==> src/rtl/inv_cipher_ctrl.sv <==
// ----------------------------------------------------------------------------
// inv_cipher_ctrl
// Sequencer for the AES-128 inverse cipher datapath. After an accepted start
// it steps the state register through the initial AddRoundKey, NR-1 full
// inverse rounds (InvShiftRows+InvSubBytes, AddRoundKey, InvMixColumns) and
// the final inverse round, one datapath step per clock.
//
// Optional feature: define AES_DEC_KEY_WAIT_EN to stall the AddRoundKey steps
// until key_ready is high. Without it, key_ready is ignored and the latency is
// fixed at 3*NR step cycles.
//
// Ports
//   clk        in   system clock, rising edge
//   n_rst      in   asynchronous active-low reset
//   start      in   decryption request, accepted in IDLE or DONE only
//   clear      in   synchronous abort back to IDLE
//   key_ready  in   round key at key_idx is valid (key-wait builds only)
//   load_in    out  capture ciphertext into the state register this cycle
//   state_we   out  write the selected step result into the state register
//   step_sel   out  00 none, 01 InvShiftRows+InvSubBytes, 10 ARK, 11 InvMixCol
//   key_idx    out  round-key index for AddRoundKey
//   busy       out  sequence in progress
//   done       out  one-cycle pulse, state register holds plaintext
// ----------------------------------------------------------------------------
module inv_cipher_ctrl #(
  parameter int unsigned NR = 10
) (
  input  logic       clk,
  input  logic       n_rst,
  input  logic       start,
  input  logic       clear,
  input  logic       key_ready,
  output logic       load_in,
  output logic       state_we,
  output logic [1:0] step_sel,
  output logic [3:0] key_idx,
  output logic       busy,
  output logic       done
);

  localparam int unsigned RND_W  = 4;
  localparam int unsigned STEP_W = 2;

  localparam logic [STEP_W-1:0] STEP_NONE = 2'b00;
  localparam logic [STEP_W-1:0] STEP_ROW  = 2'b01;
  localparam logic [STEP_W-1:0] STEP_ARK  = 2'b10;
  localparam logic [STEP_W-1:0] STEP_MIX  = 2'b11;

  typedef enum logic [2:0] {
    S_IDLE = 3'd0,
    S_ARK0 = 3'd1,
    S_ROW  = 3'd2,
    S_ARK  = 3'd3,
    S_MIX  = 3'd4,
    S_DONE = 3'd5
  } state_t;

  state_t           r_state;
  state_t           w_state_nxt;
  logic [RND_W-1:0] r_rnd;
  logic [RND_W-1:0] w_rnd_nxt;
  logic [RND_W-1:0] r_key_idx;
  logic [RND_W-1:0] w_key_nxt;
  logic             w_key_ok;

  // Key availability gate for the AddRoundKey steps.
`ifdef AES_DEC_KEY_WAIT_EN
  assign w_key_ok = key_ready;
`else
  logic w_unused_key_ready;
  assign w_unused_key_ready = key_ready;
  assign w_key_ok           = 1'b1;
`endif

  // State, round counter and held key index registers.
  always_ff @(posedge clk or negedge n_rst) begin
    if (!n_rst) begin
      r_state   <= S_IDLE;
      r_rnd     <= '0;
      r_key_idx <= '0;
    end else begin
      r_state   <= w_state_nxt;
      r_rnd     <= w_rnd_nxt;
      r_key_idx <= w_key_nxt;
    end
  end

  // Next-state and output decode. key_idx is registered from the next state,
  // so it is already valid in the ARK0/ARK cycle and holds in between.
  always_comb begin
    w_state_nxt = r_state;
    w_rnd_nxt   = r_rnd;
    w_key_nxt   = r_key_idx;
    load_in     = 1'b0;
    state_we    = 1'b0;
    step_sel    = STEP_NONE;
    busy        = 1'b0;
    done        = 1'b0;

    case (r_state)
      S_IDLE, S_DONE: begin
        done    = (r_state == S_DONE);
        load_in = start;
        if (start) begin
          w_state_nxt = S_ARK0;
          w_rnd_nxt   = RND_W'(NR);
          w_key_nxt   = RND_W'(NR);
        end else begin
          w_state_nxt = S_IDLE;
        end
      end
      S_ARK0: begin
        busy     = 1'b1;
        step_sel = STEP_ARK;
        state_we = w_key_ok;
        if (w_key_ok) begin
          w_state_nxt = S_ROW;
          w_rnd_nxt   = RND_W'(NR - 1);
        end
      end
      S_ROW: begin
        busy        = 1'b1;
        step_sel    = STEP_ROW;
        state_we    = 1'b1;
        w_state_nxt = S_ARK;
        w_key_nxt   = r_rnd;
      end
      S_ARK: begin
        busy     = 1'b1;
        step_sel = STEP_ARK;
        state_we = w_key_ok;
        if (w_key_ok) begin
          w_state_nxt = (r_rnd == '0) ? S_DONE : S_MIX;
        end
      end
      S_MIX: begin
        busy        = 1'b1;
        step_sel    = STEP_MIX;
        state_we    = 1'b1;
        w_state_nxt = S_ROW;
        w_rnd_nxt   = r_rnd - RND_W'(1);
      end
      default: begin
        w_state_nxt = S_IDLE;
        w_rnd_nxt   = '0;
        w_key_nxt   = '0;
      end
    endcase

    // Abort wins over everything but reset; no writes in the abort cycle.
    if (clear) begin
      w_state_nxt = S_IDLE;
      w_rnd_nxt   = '0;
      w_key_nxt   = '0;
      state_we    = 1'b0;
      load_in     = 1'b0;
    end
  end

  assign key_idx = r_key_idx;

endmodule

==> config.mk <==
export PLATFORM = sky130hd
export DESIGN_NAME = inv_cipher_ctrl
export DESIGN_NICKNAME = d
export VERILOG_FILES = /design/src/rtl/inv_cipher_ctrl.sv
export SDC_FILE = /design/constraint.sdc
export NUM_CORES = 1
export LEC_CHECK = 0
export ABC_AREA = 1
export BUFFER_PORTS_ARGS = -buffer_cell sky130_fd_sc_hd__clkbuf_2
export CAP_MARGIN = 10
export CELL_PAD_IN_SITES_DETAIL_PLACEMENT = 2
export CELL_PAD_IN_SITES_GLOBAL_PLACEMENT = 2
export CORE_UTILIZATION = 27
export DETAILED_ROUTE_END_ITERATION = 12
export GPL_ROUTABILITY_DRIVEN = 0
export GPL_TIMING_DRIVEN = 0
export PLACE_DENSITY_LB_ADDON = 0.1
export SLEW_MARGIN = 20
export SYNTH_ARGS = -nofsm -noshare
export SYNTH_HDL_FRONTEND = slang
export SYNTH_SLANG_ARGS = --single-unit
export TNS_END_PERCENT = 50
==> constraint.sdc <==
create_clock -name clk -period 1.75 [get_ports clk]
set_clock_uncertainty 0.1 [all_clocks]
set_input_delay 0.2625 -clock clk [delete_from_list [all_inputs] [get_ports clk]]
set_output_delay 0.2625 -clock clk [all_outputs]
set_load 0.05 [all_outputs]
==> metrics.csv, run 1 <==
metric;value;unit
NetSw;0.510;mW
failing checks;setup timing;
routed vias/inst;4.83;
period utilization;102;%
Pins Over Slew Limit;0;
Final Hold Vio Count;0;
routed vias;705;
CP startpoint;r_state[0]$_DFF_PN0_;
placed insts;133;
Worst EP arrival;1420;ps
# diodes;0;
syn_area_per_cell;7.07;µm²
worst reg2reg setup slack;280;ps
fin cells;146;
final setup margin;-37.2;ps
Worst VDD drop;457;µV
Fin Hold WS;159;ps
ANT nets after route;0;
RSZ-0062 raised after global routing;yes;
sequential share of power;31.7;%
logic gate share of total power;50.9;%
status;complete, but fails checks;
drt initial violations;3;
number of synthesized register bits;11;
Pre-antenna DRT Iters;4;
I/O pin cnt;15;
number of port buffers;13;
Synth Cell Area;651;µm²
maximum fanout along the worst path;4;
layout cells sized above 1;39.8;%
Routed WL;2.26;mm
reg2reg end;r_rnd[0]$_DFFE_PN0P_;
clk buf depth;2;
Final Util;42.7;%
core area;2230;µm²
Yosys cell types;17;
Tot GR Track Use;18.1;%
startpoint types;register;
Rel. slew slack;79.1;%
largest net degree at the start of global routing;12;
number of global-route vias before repair;758;
CP Capture Point;state_we;
Ys Warns;0;
Worst Setup Path Type;reg2out;
Clock power frac;17.4;%
Final nets;126;
height of the die;51.1;µm
final setup violation count;1;
syn nets;99;
worst slew pin tran;314;ps
switching part of the total;47.9;%
internal power;0.554;mW
fmax;560;MHz
Area Overhead vs Synth;46.7;%
synthesized instance count;92;
Worst R2R Start;r_state[2]$_DFF_PN0_;
R2R depth;6;
Root Driver;clkbuf_4;
commonest non-fill, non-tap cell in the layout;nand2_1;
drt drc;0;
CTS tree;yes;
total global routing overflow;0;
WL/cell;15.5;µm
critical path endpoint category;output port;
CTS Buf Count;3;
Num Clock Sinks;11;
Die Width;51.1;µm
first-pass GRT wire length;3.42;mm
Starting Density;29.1;%
clk_lat worst skew;270;ps
dpl hpwl;1.49;mm
max-cap violations;0;
required time worst endpoint;1390;ps
commonest cells after routing, fill and taps aside;nand2_1 (27), buf_4 (10), dfrtp_1 (9);
post-layout min period;1790;ps
Seq/Total Area, Yosys;42.3;%
HP Class;in2reg;
H-tree depth;1;
initial antenna violation count;0;
clock slew at reported path FFs;80;ps
die area;2610;µm²
pwr dens;1110;nW/µm²
cell row count;17;
leak pwr;0.504;nW
==> registers in the layout (all words and copies together), names as in the netlist <==
signal and count:
key_idx 4, r_rnd 4, r_state 3
==> stage by stage <==
step / instance area [µm²] / setup TNS [ps] / setup WS (ps) / power [mW]
4_1_cts: 878 / -86.6 / -39.7 / 1.00
3_3_place_gp: 756 / 0 / 125 / 0.764
3_5_place_dp: 756 / 0 / 105 / 0.777
5_1_grt: 955 / -134 / -86.6 / 1.13
2_1_floorplan: 656 / -101 / -101 / 0.664
6_report: 955 / -37.2 / -37.2 / 1.06
==> Yosys cell counts (all sizes together) <==
cell / n / share of area (%)
inv: 14 / 8.1
o21ai: 9 / 6.9
a21oi: 1 / 0.77
nor3: 2 / 1.5
dfrtp: 11 / 42
nand4: 3 / 2.9
nand2: 32 / 19
nor2: 10 / 7.7
or2: 1 / 0.96
nor3b: 1 / 1.2
nand3: 6 / 4.6
ha: 2 / 3.8
==> power by group through the flow <==
| stage | sequential, mW | combinational (mW) | clock (mW) |
|---|---|---|---|
| after CTS | 0.333 | 0.482 | 0.189 |
| after detailed placement | 0.335 | 0.442 | 0 |
| after global placement | 0.332 | 0.432 | 0 |
| after floorplan | 0.382 | 0.282 | 0 |
| after global routing | 0.342 | 0.587 | 0.198 |
| final | 0.337 | 0.542 | 0.185 |
==> cell type report <==
class | instances | area [µm²]
inverter | 14 | 55.1
sequential | 11 | 278
clock buffer | 4 | 26.3
tap | 28 | 35.0
timing repair buffer | 22 | 166
fill | 269 | 1280
multi-input combinational | 67 | 394
==> worst min-delay path by stage <==
stage,start,cells past startpoint,end
after detailed placement,n_rst,1,r_state[1]$_DFF_PN0_
final,clear,2,r_state[2]$_DFF_PN0_
after global routing,clear,2,r_state[2]$_DFF_PN0_
after global placement,n_rst,1,r_state[1]$_DFF_PN0_
after floorplan,n_rst,0,key_idx[0]$_DFFE_PN0P_
after CTS,clear,2,r_state[2]$_DFF_PN0_
==> routing by layer <==
layer	wire [µm]	track usage [%]	vias to the layer above
li1	-	-	343
met3	56	3.57	2
met4	14	8.80	0
met2	1110	28.5	10
met5	0	0	-
met1	1080	23.4	350
==> logic make-up (layout without fill, tap and decap cells) <==
kind of cell,count (synthesis),count (layout),share of synthesized area (%)
simple gates,55,55,38.1
buf+inv,14,40,8.08
flops,11,11,42.3
compound gates,10,10,7.69
fa+ha+maj,2,2,3.85
==> critical path, stage by stage (launching register included) <==
cell	delay, ps
dfrtp_2	470
nor2_4	160
nand2_4	80
nand2_2	70
inv_2	50
a21oi_2	160
buf_8	160
==> repair_timing <==
item,4_1_cts,5_1_grt
hold buffers,1,0
pin swaps,3,4
buffers inserted,5,3
hold endpoints to repair,11,0
setup endpoints to repair,5,5
gates resized for setup,13,19
(Power assumes the default switching activity.)
==> run 2: changes to the inputs <==
--- a/config.mk
+++ b/config.mk
@@ -14,7 +14,7 @@
 export DETAILED_ROUTE_END_ITERATION = 12
 export GPL_ROUTABILITY_DRIVEN = 0
 export GPL_TIMING_DRIVEN = 0
-export PLACE_DENSITY_LB_ADDON = 0.1
+export PLACE_DENSITY = 0.75
 export SLEW_MARGIN = 20
 export SYNTH_ARGS = -nofsm -noshare
 export SYNTH_HDL_FRONTEND = slang
==> constraint.sdc (replaced) <==
create_clock -name clk -period 1.75 [get_ports clk]
set_clock_uncertainty 0.1 [all_clocks]
set_input_delay 0.175 -clock clk [delete_from_list [all_inputs] [get_ports clk]]
set_output_delay 0.175 -clock clk [all_outputs]
set_load 0.05 [all_outputs]
==> run 2 against run 1 <==
The run now ends clean. Clock power about the same. Fmax increased by 5.2%. Non-clock buffer count fell by 6. First-iteration DRC count rose by 67%. Critical endpoint is now step_sel[0]. Largest cell class unchanged.
==> metrics.csv, run 2 (synthesis gave the netlist of run 1 again) <==
metric;value;unit;change
leak pwr;0.468;nW;was 0.504 nW
Starting Density;29.1;%;unchanged
CTS tree;yes;;unchanged
area of the multi-input gates;364;µm²;was 394 µm²
Tot GR Track Use;17.6;%;was 18.1%
H-tree depth;1;;unchanged
die area;2610;µm²;unchanged
area post-placement;756;µm²;unchanged
Fin Hold WS;72.2;ps;was 159 ps
final setup margin;51.0;ps;was -37.2 ps
required time worst endpoint;1470;ps;was 1390 ps
Largest stage delay, worst path;420;ps;was 470 ps
HP Class;in2reg;;unchanged
Routed WL;2.03;mm;was 2.26 mm
Final nets;120;;was 126
commonest non-fill, non-tap cell in the layout;nand2_1;;unchanged
critical hold path startpoint;start;;was clear
# diodes;0;;unchanged
CP startpoint;r_state[2]$_DFF_PN0_;;was r_state[0]$_DFF_PN0_
period utilization;97.1;%;was 102%
Pins Over Slew Limit;0;;unchanged
Die Width;51.1;µm;unchanged
WL/cell;14.5;µm;was 15.5 µm
Rel. slew slack;79.8;%;was 79.1%
Area Overhead vs Synth;32.7;%;was 46.7%
I/O pin cnt;15;;unchanged
total global routing overflow;0;;unchanged
number of global-route vias before repair;703;;was 758
final setup violation count;0;;was 1
overall power;0.998;mW;was 1.06 mW
Slowest-stage cell, CP;dfrtp_1;;was dfrtp_2
sequential cell area;278;µm²;unchanged
largest net degree at the start of global routing;12;;unchanged
Worst R2R Start;r_state[2]$_DFF_PN0_;;unchanged
layout cells sized above 1;33.0;%;was 39.8%
dpl hpwl;1.48;mm;was 1.49 mm
CP cell instances;buf_4, nor2_4, nand2_1, nand2_1, buf_2;;was nor2_4, nand2_4, nand2_2, inv_2, a21oi_2, buf_8
clock slew at reported path FFs;80;ps;about the same
worst slew pin tran;303;ps;was 314 ps
cell row count;17;;unchanged
max-cap violations;0;;unchanged
most used cell, CP;nand2_1;;
height of the die;51.1;µm;unchanged
Worst VDD drop;375;µV;was 457 µV
routed vias/inst;4.84;;was 4.83
critical path endpoint category;output port;;unchanged
clk buf depth;2;;unchanged
pwr dens;1160;nW/µm²;was 1110 nW/µm²
number of port buffers;13;;unchanged
ANT nets after route;0;;unchanged
core area;2230;µm²;unchanged
maximum fanout along the worst path;4;;unchanged
Root Driver;clkbuf_4;;unchanged
fill count;277;;was 269
initial antenna violation count;0;;unchanged
status;complete, no violations;;was complete, but fails checks
Final Hold Vio Count;0;;unchanged
Design Area, Final;863;µm²;was 955 µm²
Worst Setup Path Type;reg2out;;unchanged
startpoint types;register;;unchanged
Setup Slack @ Placement;199;ps;was 105 ps
CTS Buf Count;3;;unchanged
Worst EP arrival;1420;ps;about the same
first-pass GRT wire length;3.26;mm;was 3.42 mm
Num Clock Sinks;11;;unchanged
commonest cells after routing, fill and taps aside;nand2_1 (30), clkbuf_2 (9), dfrtp_1 (9);;was nand2_1 (27), buf_4 (10), dfrtp_1 (9)
drt initial violations;5;;was 3
fmax;589;MHz;was 560 MHz
clk_lat worst skew;270;ps;about the same
routed vias;677;;was 705
post-layout min period;1700;ps;was 1790 ps
Pre-antenna DRT Iters;4;;unchanged
drt drc;0;;unchanged
-- run 2: cell type report --
cell class / count / area share [%]
repair buffers: 16 / 12.2
clock buffers: 4 / 3.04
multi-input cells: 67 / 42.2
flip-flops and latches: 11 / 32.2
well taps: 28 / 4.06
inverters: 14 / 6.38
-- run 2: worst paths after layout --
path	endpoint	slack (ps)	cells after the start
worst max register to register	r_rnd[2]$_DFFE_PN0P_	280	6
min in group asynchronous	r_state[1]$_DFF_PN0_	210	2
worst min register to register	key_idx[0]$_DFFE_PN0P_	390	2
worst min-delay path	r_state[0]$_DFF_PN0_	70	3
worst max-delay path	step_sel[0]	50	5
max in group asynchronous	r_state[0]$_DFF_PN0_	1090	2
-- run 2: where the power goes --
part	total, mW	internal [mW]	switching (mW)
registers	0.338	0.297	0.0416
logic	0.478	0.131	0.347
clock network	0.182	0.0883	0.0940
total	0.998	0.516	0.482
-- run 2: routing by layer --
metal / track usage (%) / up-vias / wire (µm)
met1: 23.1 / 335 / 1040
met4: 8.33 / 0 / 17
met5: 0 / - / 0
met3: 2.68 / 2 / 52
met2: 28.1 / 10 / 923
li1: - / 330 / -
-- run 2: timing repair --
item                                   4_1_cts  5_1_grt
pin swaps                                    1        1
hold buffers                                 1        0
setup buffers                                1        1
resized for setup                            7       11
setup endpoints to repair                    3        4
endpoints found under the hold margin       11        0
-- run 2: worst max-delay path: cells and delay by family, from the launching register on --
family,cells,cell delay (ps)
flops,1,420
buf+inv,2,410
simple gates,3,320
-- run 2: per-stage QoR --
| stage | utilization [%] | setup TNS, ps | std cells |
|---|---|---|---|
| finish | 38.7 | 0 | 140 |
| global route | 38.7 | -16.4 | 140 |
| CTS | 36.9 | 0 | 139 |
| detailed placement | 33.8 | 0 | 133 |
| global placement | 33.8 | 0 | 133 |
| floorplan | - | -13.9 | 92 |
==> run 3: changes to the inputs <==
--- a/config.mk
+++ b/config.mk
@@ -8,13 +8,11 @@
 export ABC_AREA = 1
 export BUFFER_PORTS_ARGS = -buffer_cell sky130_fd_sc_hd__clkbuf_2
 export CAP_MARGIN = 10
-export CELL_PAD_IN_SITES_DETAIL_PLACEMENT = 2
-export CELL_PAD_IN_SITES_GLOBAL_PLACEMENT = 2
-export CORE_UTILIZATION = 27
+export CORE_UTILIZATION = 45
 export DETAILED_ROUTE_END_ITERATION = 12
 export GPL_ROUTABILITY_DRIVEN = 0
 export GPL_TIMING_DRIVEN = 0
-export PLACE_DENSITY = 0.75
+export PLACE_DENSITY = 0.7
 export SLEW_MARGIN = 20
 export SYNTH_ARGS = -nofsm -noshare
 export SYNTH_HDL_FRONTEND = slang
==> run 3 against run 2 <==
Fmax decreased by 0.64%. Worst hold slack worse by 32 ps. Die area down 39%. Final cell count down 8.6%. Register-to-register slack improved by 100 ps. Combinational power down 4%. Critical path depth up 1. Total power decreased by 2.7%. Clock-buffer cell count unchanged. First-iteration DRC count rose to 2.8 times the previous value. Global-route usage up 4.0 points. Cell area decreased by 2.9%. Largest cell class unchanged. Largest power group unchanged.
==> metrics.csv, run 3 (synthesis gave the netlist of run 1 again) <==
metric;value;unit;change
leak pwr;0.471;nW;was 0.468 nW
Final Hold Vio Count;0;;unchanged
Final Util;63.6;%;was 38.7%
Fin Hold WS;40.7;ps;was 72.2 ps
WL/cell;12.0;µm;was 14.5 µm
Routed WL;1.54;mm;was 2.03 mm
max-cap violations;0;;unchanged
routed vias;645;;was 677
core area;1320;µm²;was 2230 µm²
GRT met1 Usage;25.1;%;was 23.1%
Starting Density;49.4;%;was 29.1%
final setup violation count;0;;unchanged
initial antenna violation count;0;;unchanged
CTS Buf Count;3;;unchanged
period utilization;97.7;%;was 97.1%
status;complete, no violations;;unchanged
post-layout min period;1710;ps;was 1700 ps
worst slew pin tran;302;ps;was 303 ps
required time worst endpoint;1470;ps;about the same
Rel. slew slack;79.8;%;about the same
Worst Setup Path Type;reg2out;;unchanged
die area;1600;µm²;was 2610 µm²
overall power;0.971;mW;was 0.998 mW
maximum fanout along the worst path;6;;was 4
number of port buffers;13;;unchanged
number of global-route vias before repair;539;;was 703
cell row count;13;;was 17
drt drc;0;;unchanged
drt initial violations;14;;was 5
I/O pin cnt;15;;unchanged
clk buf depth;2;;unchanged
height of the die;40.0;µm;was 51.1 µm
ANT nets after route;0;;unchanged
total global routing overflow;0;;unchanged
pwr dens;1160;nW/µm²;about the same
Area Overhead vs Synth;28.8;%;was 32.7%
Num Clock Sinks;11;;unchanged
# diodes;0;;unchanged
final setup margin;40.0;ps;was 51.0 ps
Root Driver;clkbuf_4;;unchanged
GR Util met3;5.00;%;was 2.68%
Worst EP arrival;1440;ps;was 1420 ps
Fin Setup TNS;0;ps;unchanged
H-tree depth;1;;unchanged
startpoint types;register;;unchanged
commonest non-fill, non-tap cell in the layout;nand2_1;;unchanged
Final nets;121;;was 120
largest net degree at the start of global routing;12;;unchanged
dpl hpwl;1.12;mm;was 1.48 mm
met2 Track Usage GR;35.9;%;was 28.1%
CTS tree;yes;;unchanged
clock slew at reported path FFs;70;ps;was 80 ps
most used routing layer;met2;;unchanged
Pins Over Slew Limit;0;;unchanged
Tot GR Track Use;21.7;%;was 17.6%
commonest cells after routing, fill and taps aside;nand2_1 (30), clkbuf_2 (10), dfrtp_1 (10);;was nand2_1 (30), clkbuf_2 (9), dfrtp_1 (9)
fmax;585;MHz;was 589 MHz
first-pass GRT wire length;2.19;mm;was 3.26 mm
Setup Slack @ Placement;230;ps;was 199 ps
Worst VDD drop;527;µV;was 375 µV
routed vias/inst;5.04;;was 4.84
critical path endpoint category;output port;;unchanged
Pre-antenna DRT Iters;5;;was 4
layout cells sized above 1;31.9;%;was 33.0%
HP Class;in2reg;;unchanged
clk_lat worst skew;280;ps;was 270 ps
Die Width;40.0;µm;was 51.1 µm
## run 3: critical path, cell delays in order (launching register included)
cell	delay, ps
dfrtp_2	450
nor2_4	160
nand2_4	90
nand2_1	80
inv_2	40
a21oi_1	140
clkbuf_8	200
## run 3: timing repair
action	4_1_cts	5_1_grt
gates resized for setup	4	8
cloned	0	0
setup endpoints to repair	3	4
pin swaps	1	1
setup buffers	1	2
hold buffers	1	0
hold endpoints to repair	11	0
## run 3: power by group
part           total, mW  internal, mW  leakage [nW]  switching (mW)
clock network      0.179        0.0884        0.0150          0.0909
registers          0.333         0.296         0.144          0.0369
logic              0.459         0.130         0.312           0.329
total              0.971         0.514         0.471           0.456
## run 3: path summary, 6_finish.rpt
check                      cells after the start                      to  slack, ps              startpoint
max reg2reg                                    6    r_rnd[2]$_DFFE_PN0P_        380    r_state[0]$_DFF_PN0_
max in group asynchronous                      2    r_state[0]$_DFF_PN0_       1090                   n_rst
max                                            6                state_we         40    r_state[0]$_DFF_PN0_
min reg2reg                                    2  key_idx[2]$_DFFE_PN0P_        370  key_idx[2]$_DFFE_PN0P_
min in group asynchronous                      2    r_state[2]$_DFF_PN0_        210                   n_rst
min                                            2    r_state[2]$_DFF_PN0_         40                   clear
## run 3: final cells by class
type | instances | area [µm²]
Clock buffer | 4 | 26.3
Fill cell | 122 | 479
Inverter | 14 | 52.6
Tap cell | 15 | 18.8
Multi-Input combinational cell | 67 | 355
Timing Repair Buffer | 17 | 109
Sequential cell | 11 | 277
## run 3: metrics by stage
stage / area, µm² / cells
after floorplan: 656 / 92
after global placement: 739 / 120
after detailed placement: 739 / 120
after CTS: 800 / 126
after global routing: 838 / 128
final: 838 / 128
## run 3: per-layer routing
layer  wire [µm]  up-vias
met5           0        -
met4          23        0
li1            -      335
met1         706      289
met3          74        3
met2         738       18
